==> src/rtl/serial_subtractor_pkg.sv <==
// Shared types and constants for the bit-serial subtractor.
//   state_t   : controller states (IDLE, SHIFT, DONE)
//   MAX_WIDTH : largest supported operand width
package sub_pkg;

    localparam int MAX_WIDTH = 32;

    typedef enum logic [1:0] {
        IDLE  = 2'd0,
        SHIFT = 2'd1,
        DONE  = 2'd2
    } state_t;

endpackage

==> src/rtl/serial_subtractor_full_sub.sv <==
// 1-bit combinational full subtractor slice: computes x - y - z.
//   x    in  minuend bit
//   y    in  subtrahend bit
//   z    in  borrow-in bit
//   diff out difference bit
//   borr out borrow-out bit
module full_sub (
    input  logic x,
    input  logic y,
    input  logic z,
    output logic diff,
    output logic borr
);

    assign diff = x ^ y ^ z;
    assign borr = (~x & (y ^ z)) | (y & z);

endmodule

==> src/rtl/serial_subtractor.sv <==
// Bit-serial subtractor: diff = a - b - bin, LSB first, one bit per clock.
// The borrow is registered between slices.
//   clk   in   rising-edge clock
//   rst   in   asynchronous active-high reset
//   start in   request, sampled only in IDLE
//   a, b  in   operands, captured on the accept edge
//   bin   in   borrow-in, captured on the accept edge
//   busy  out  high in SHIFT and DONE
//   done  out  one-cycle result-valid pulse
//   diff  out  a - b - bin modulo 2^WIDTH
//   bout  out  final borrow out
//   ovf   out  two's-complement overflow
//
// state | meaning
// IDLE  | waiting for start
// SHIFT | one bit slice per cycle, WIDTH cycles
// DONE  | results valid, done pulse
module serial_subtractor
    import sub_pkg::*;
#(
    parameter int WIDTH = 8
) (
    input  logic             clk,
    input  logic             rst,
    input  logic             start,
    input  logic [WIDTH-1:0] a,
    input  logic [WIDTH-1:0] b,
    input  logic             bin,
    output logic             busy,
    output logic             done,
    output logic [WIDTH-1:0] diff,
    output logic             bout,
    output logic             ovf
);

    localparam int CW = $clog2(WIDTH) + 1;
    localparam logic [CW-1:0] LAST_CNT = CW'(WIDTH - 1);

    state_t           state_q, state_d;
    logic [CW-1:0]    cnt_q, cnt_d;
    logic [WIDTH-1:0] a_sr_q, a_sr_d;
    logic [WIDTH-1:0] b_sr_q, b_sr_d;
    logic [WIDTH-1:0] res_q, res_d;
    logic             brw_q, brw_d;
    logic             a_msb_q, a_msb_d;
    logic             b_msb_q, b_msb_d;
    logic [WIDTH-1:0] diff_q, diff_d;
    logic             bout_q, bout_d;
    logic             ovf_q, ovf_d;

    logic             slice_diff;
    logic             slice_borr;
    logic [WIDTH-1:0] res_shifted;

    full_sub u_full_sub (
        .x    (a_sr_q[0]),
        .y    (b_sr_q[0]),
        .z    (brw_q),
        .diff (slice_diff),
        .borr (slice_borr)
    );

    // New bit enters at the MSB; written as shift/or so WIDTH=1 needs no slice.
    assign res_shifted = (res_q >> 1) | (WIDTH'(slice_diff) << (WIDTH - 1));

    always_comb begin
        state_d = state_q;
        cnt_d   = cnt_q;
        a_sr_d  = a_sr_q;
        b_sr_d  = b_sr_q;
        res_d   = res_q;
        brw_d   = brw_q;
        a_msb_d = a_msb_q;
        b_msb_d = b_msb_q;
        diff_d  = diff_q;
        bout_d  = bout_q;
        ovf_d   = ovf_q;

        unique case (state_q)
            IDLE: begin
                if (start) begin
                    a_sr_d  = a;
                    b_sr_d  = b;
                    brw_d   = bin;
                    cnt_d   = '0;
                    a_msb_d = a[WIDTH-1];
                    b_msb_d = b[WIDTH-1];
                    state_d = SHIFT;
                end
            end
            SHIFT: begin
                res_d  = res_shifted;
                brw_d  = slice_borr;
                a_sr_d = a_sr_q >> 1;
                b_sr_d = b_sr_q >> 1;
                cnt_d  = cnt_q + 1'b1;
                if (cnt_q == LAST_CNT) begin
                    // Outputs are loaded only here, so they hold until the next DONE.
                    diff_d  = res_shifted;
                    bout_d  = slice_borr;
                    ovf_d   = (a_msb_q != b_msb_q) && (res_shifted[WIDTH-1] != a_msb_q);
                    state_d = DONE;
                end
            end
            DONE: begin
                state_d = IDLE;
            end
            default: begin
                state_d = IDLE;
            end
        endcase
    end

    always_ff @(posedge clk or posedge rst) begin
        if (rst) begin
            state_q <= IDLE;
            cnt_q   <= '0;
            a_sr_q  <= '0;
            b_sr_q  <= '0;
            res_q   <= '0;
            brw_q   <= 1'b0;
            a_msb_q <= 1'b0;
            b_msb_q <= 1'b0;
            diff_q  <= '0;
            bout_q  <= 1'b0;
            ovf_q   <= 1'b0;
        end else begin
            state_q <= state_d;
            cnt_q   <= cnt_d;
            a_sr_q  <= a_sr_d;
            b_sr_q  <= b_sr_d;
            res_q   <= res_d;
            brw_q   <= brw_d;
            a_msb_q <= a_msb_d;
            b_msb_q <= b_msb_d;
            diff_q  <= diff_d;
            bout_q  <= bout_d;
            ovf_q   <= ovf_d;
        end
    end

    assign busy = (state_q != IDLE);
    assign done = (state_q == DONE);
    assign diff = diff_q;
    assign bout = bout_q;
    assign ovf  = ovf_q;

endmodule

==> config.mk <==
export PLATFORM = sky130hd
export DESIGN_NAME = serial_subtractor
export DESIGN_NICKNAME = d
export VERILOG_FILES = /design/src/rtl/serial_subtractor_pkg.sv /design/src/rtl/serial_subtractor_full_sub.sv /design/src/rtl/serial_subtractor.sv
export SDC_FILE = /design/constraint.sdc
export NUM_CORES = 1
export LEC_CHECK = 0
export BUFFER_PORTS_ARGS = -buffer_cell sky130_fd_sc_hd__buf_2
export CAP_MARGIN = 15
export CORE_MARGIN = 4
export CORE_UTILIZATION = 40
export DETAILED_ROUTE_END_ITERATION = 8
export SETUP_SLACK_MARGIN = 0.4
export SKIP_CTS_REPAIR_TIMING = 1
export SYNTH_ARGS = -nofsm -noshare
export SYNTH_HDL_FRONTEND = slang
export SYNTH_SLANG_ARGS = --single-unit
==> constraint.sdc <==
create_clock -name clk -period 1.3 [get_ports clk]
set_input_delay 0.13 -clock clk [delete_from_list [all_inputs] [get_ports clk]]
set_output_delay 0.13 -clock clk [all_outputs]
set_load 0.02 [all_outputs]
==> key figures <==
Yosys
  – Synth Instances: 181
  – Post-Syn Area per Cell: 10.5 um2
  – Sequential share of the synthesized area: 0.553
  – Synthesis Warnings: 0
  – Netlist cell types: 27
  – Mapped Nets: 203
  – Mapped cell area: 1900 um2
  – Cell taking the most area after synthesis: dfrtp_1
  – Synth area leaders: dfrtp_1, nand2_1, o21ai_0
  – Seq cells post-synth: 42
  – Area share of the largest cell type after synthesis: 0.553

GRT
  – Pin count of the biggest net entering global routing: 24
  – Antenna violations before repair: 0
  – Overflow left after global routing: 0
  – Vias in the first global route: 1557
  – First-pass GRT wire length: 7.25 mm
  – Total Routing Usage GR: 0.151

Floorplan
  – Core area: 4470 um2
  – Row count: 24
  – Die width: 77.0 um
  – Die H: 77.0 um
  – IO Pins: 32
  – Initial Util: 0.425
  – Die ar.: 5920 um2

Route
  – Total Routed Length: 4.59 mm
  – DR iter-0 viols: 31
  – Metal3 WL: 111 um
  – Via count: 1566
  – Top Metal Used: met4
  – M1 wire length: 2.08 mm
  – Drt wl/cell: 15.3 um
  – Post-route antenna net violation count: 0
  – Via/cell ratio: 5.20
  – WL met2: 2.34 mm
  – Drt pass-1 iters: 4
  – # DRC: 0

Timing
  – Worst Skew: 0.00345 ns
  – Final Setup Violations: 21
  – Final hold viol count: 19
  – Slew Limit Headroom: 0.670
  – Tmin final: 1.50 ns
  – Setup repair after global routing missed its margin: true
  – Hold slack: -0.137 ns
  – Worst-margin pin slew: 0.494 ns
  – Setup TNS: -1.61 ns
  – Max Slew Vio Count: 0
  – Crit share post-route: 1.15
  – Max Clock Freq: 667 MHz
  – Final WS setup: -0.198 ns

Critical path
  – Worst path slowest cell: fa_2
  – Critical Path Max Stage Delay: 0.62 ns
  – Crit-path max FO: 3
  – Data required time at the worst endpoint: 1.47 ns
  – Kind of critical path: reg2reg
  – Critical path arrival: 1.67 ns
  – R2R Setup Slk: -0.20 ns
  – CP endpoint kind: register
  – CP Cell Sequence: fa_2 -> o21ai_1 -> mux2_4
  – CP Launch Type: register

Clocking
  – Clock sinks: 42
  – Clock root buffer: clkbuf_8
  – Clk buf depth: 2
  – H-tree levels: 2
  – CTS tree: built
  – CTS Buf Count: 5
  – Worst skew pair latency: 0.28 ns
  – Clock-pin slew on the worst setup and hold paths: 0.08 ns

Placed design
  – Buffers on Ports: 31
  – Final HPWL DP: 2.93 mm
  – Dpl cells: 273
  – Routability-driven placement congestion ratio: 0.745

Power
  – Peak VDD IR: 0.00122 V
  – LEAKAGE: 0.00133 uW
  – Power Dens Cells: 2480 nW/um2

Run
  – Max cap viols: 0

Outcome
  – Failing checks: negative hold slack, negative setup slack
  – Status: finished, violations left

Layout
  – Finished Layout Cells: 301
  – Final-layout fill cell count: 376
  – N_diodes: 0
  – Share of cells above drive strength 1: 0.502
  – Sequential Area: 1050 um2
  – Nets: 270
  – Area occupied by multi-input gates: 967 um2
  – Synth-to-Final Area Change: 49.3%

Hold path
  – Hold WC Path Type: in2async
## flip-flops by register name (all words and copies together) (netlist names)
signal,cells
diff,8
b_msb_q,1
ovf,1
bout,1
cnt_q,4
state_q,2
a_sr_q,8
a_msb_q,1
res_q,7
brw_q,1
b_sr_q,8
## power by group
part	total, uW	leakage (uW)	internal, uW	switching [uW]
clock	869	0.0000472	427	442
combinational	3870	0.000751	2210	1660
sequential	2300	0.000536	1870	428
## routing by layer
layer  vias up  track usage
li1        763            -
met1       775        0.193
met2        21        0.254
met3         7       0.0375
met4         0       0.0399
met5         -            0
## layout by cell type (no fill, tap or decap), types with 2 or more instances in the layout
cell type	netlist	layout
dfrtp_1	42	42
buf_6	0	20
nand2_1	29	28
nor2_1	2	2
buf_2	6	19
a21oi_2	0	9
clkbuf_8	0	6
nor2b_4	0	2
a22oi_2	0	9
buf_12	0	4
buf_4	1	26
nand3_1	2	2
a21oi_1	17	8
nor2b_1	13	11
a22o_1	2	2
clkbuf_16	0	2
o21ai_1	0	19
mux2_4	0	11
and2b_2	0	2
and3b_1	5	4
clkinvlp_4	0	2
## worst paths after layout
path,endpoint,cells past startpoint,startpoint
setup / recovery,ovf,3,brw_q
hold / removal,cnt_q[3],2,rst
setup reg to reg,ovf,3,brw_q
hold reg to reg,res_q[1],2,res_q[1]
max in group asynchronous,a_sr_q[0],3,rst
min in group clk,a_sr_q[4],3,a[4]
## critical path: cells and delay by family, from the launching register on
family | cells | cell delay [ns]
adder cells (fa/ha/maj) | 1 | 0.62
AO/OA/AOI/OAI | 1 | 0.10
multiplexers | 1 | 0.26
flip-flops | 1 | 0.42
## stage by stage
stage	hold slack, ns	cell area, um2	worst slack [ns]	total power, uW	util
finish	-0.137	2840	-0.198	7040	0.635
global route	-0.113	2840	-0.218	7520	0.635
CTS	-0.140	2470	-0.269	6010	0.552
detailed placement	0.188	2370	-0.173	5120	0.531
global placement	0.179	2370	-0.108	4980	0.531
floorplan	0.122	2070	-0.100	4270	-
## cells in the mapped netlist, drive strengths merged
cell type / count
o311ai: 1
o21bai: 1
nor2: 2
nor3: 1
a22o: 2
fa: 1
and2b: 2
nand3: 2
a22oi: 10
clkbuf: 4
dfrtp: 42
inv: 3
a2bb2oi: 1
or2: 1
nand2b: 2
mux2i: 1
nand2: 29
nor2b: 13
mux2: 12
buf: 7
a21oi: 17
and3b: 5
nand3b: 1
ha: 1
o21ai: 20
## final cells by class
class / count / area share
Inverter: 3 / 0.00529
Sequential cell: 42 / 0.370
Timing Repair Buffer: 71 / 0.227
Clock inverter: 2 / 0.00441
Multi-Input combinational cell: 125 / 0.341
Tap cell: 52 / 0.0229
Clock buffer: 6 / 0.0291
## cell families (layout without fill, tap and decap cells)
logic type	Yosys count	in the layout	share of synthesized area
DFF	42	42	0.553
muxes	13	13	0.0763
AOI/OAI and AO/OA	52	52	0.161
buffers and inverters	14	82	0.0336
and+or+nand+nor	58	58	0.159
adders and majority gates	2	2	0.0171
No activity file was read; power rests on OpenSTA's default activity.
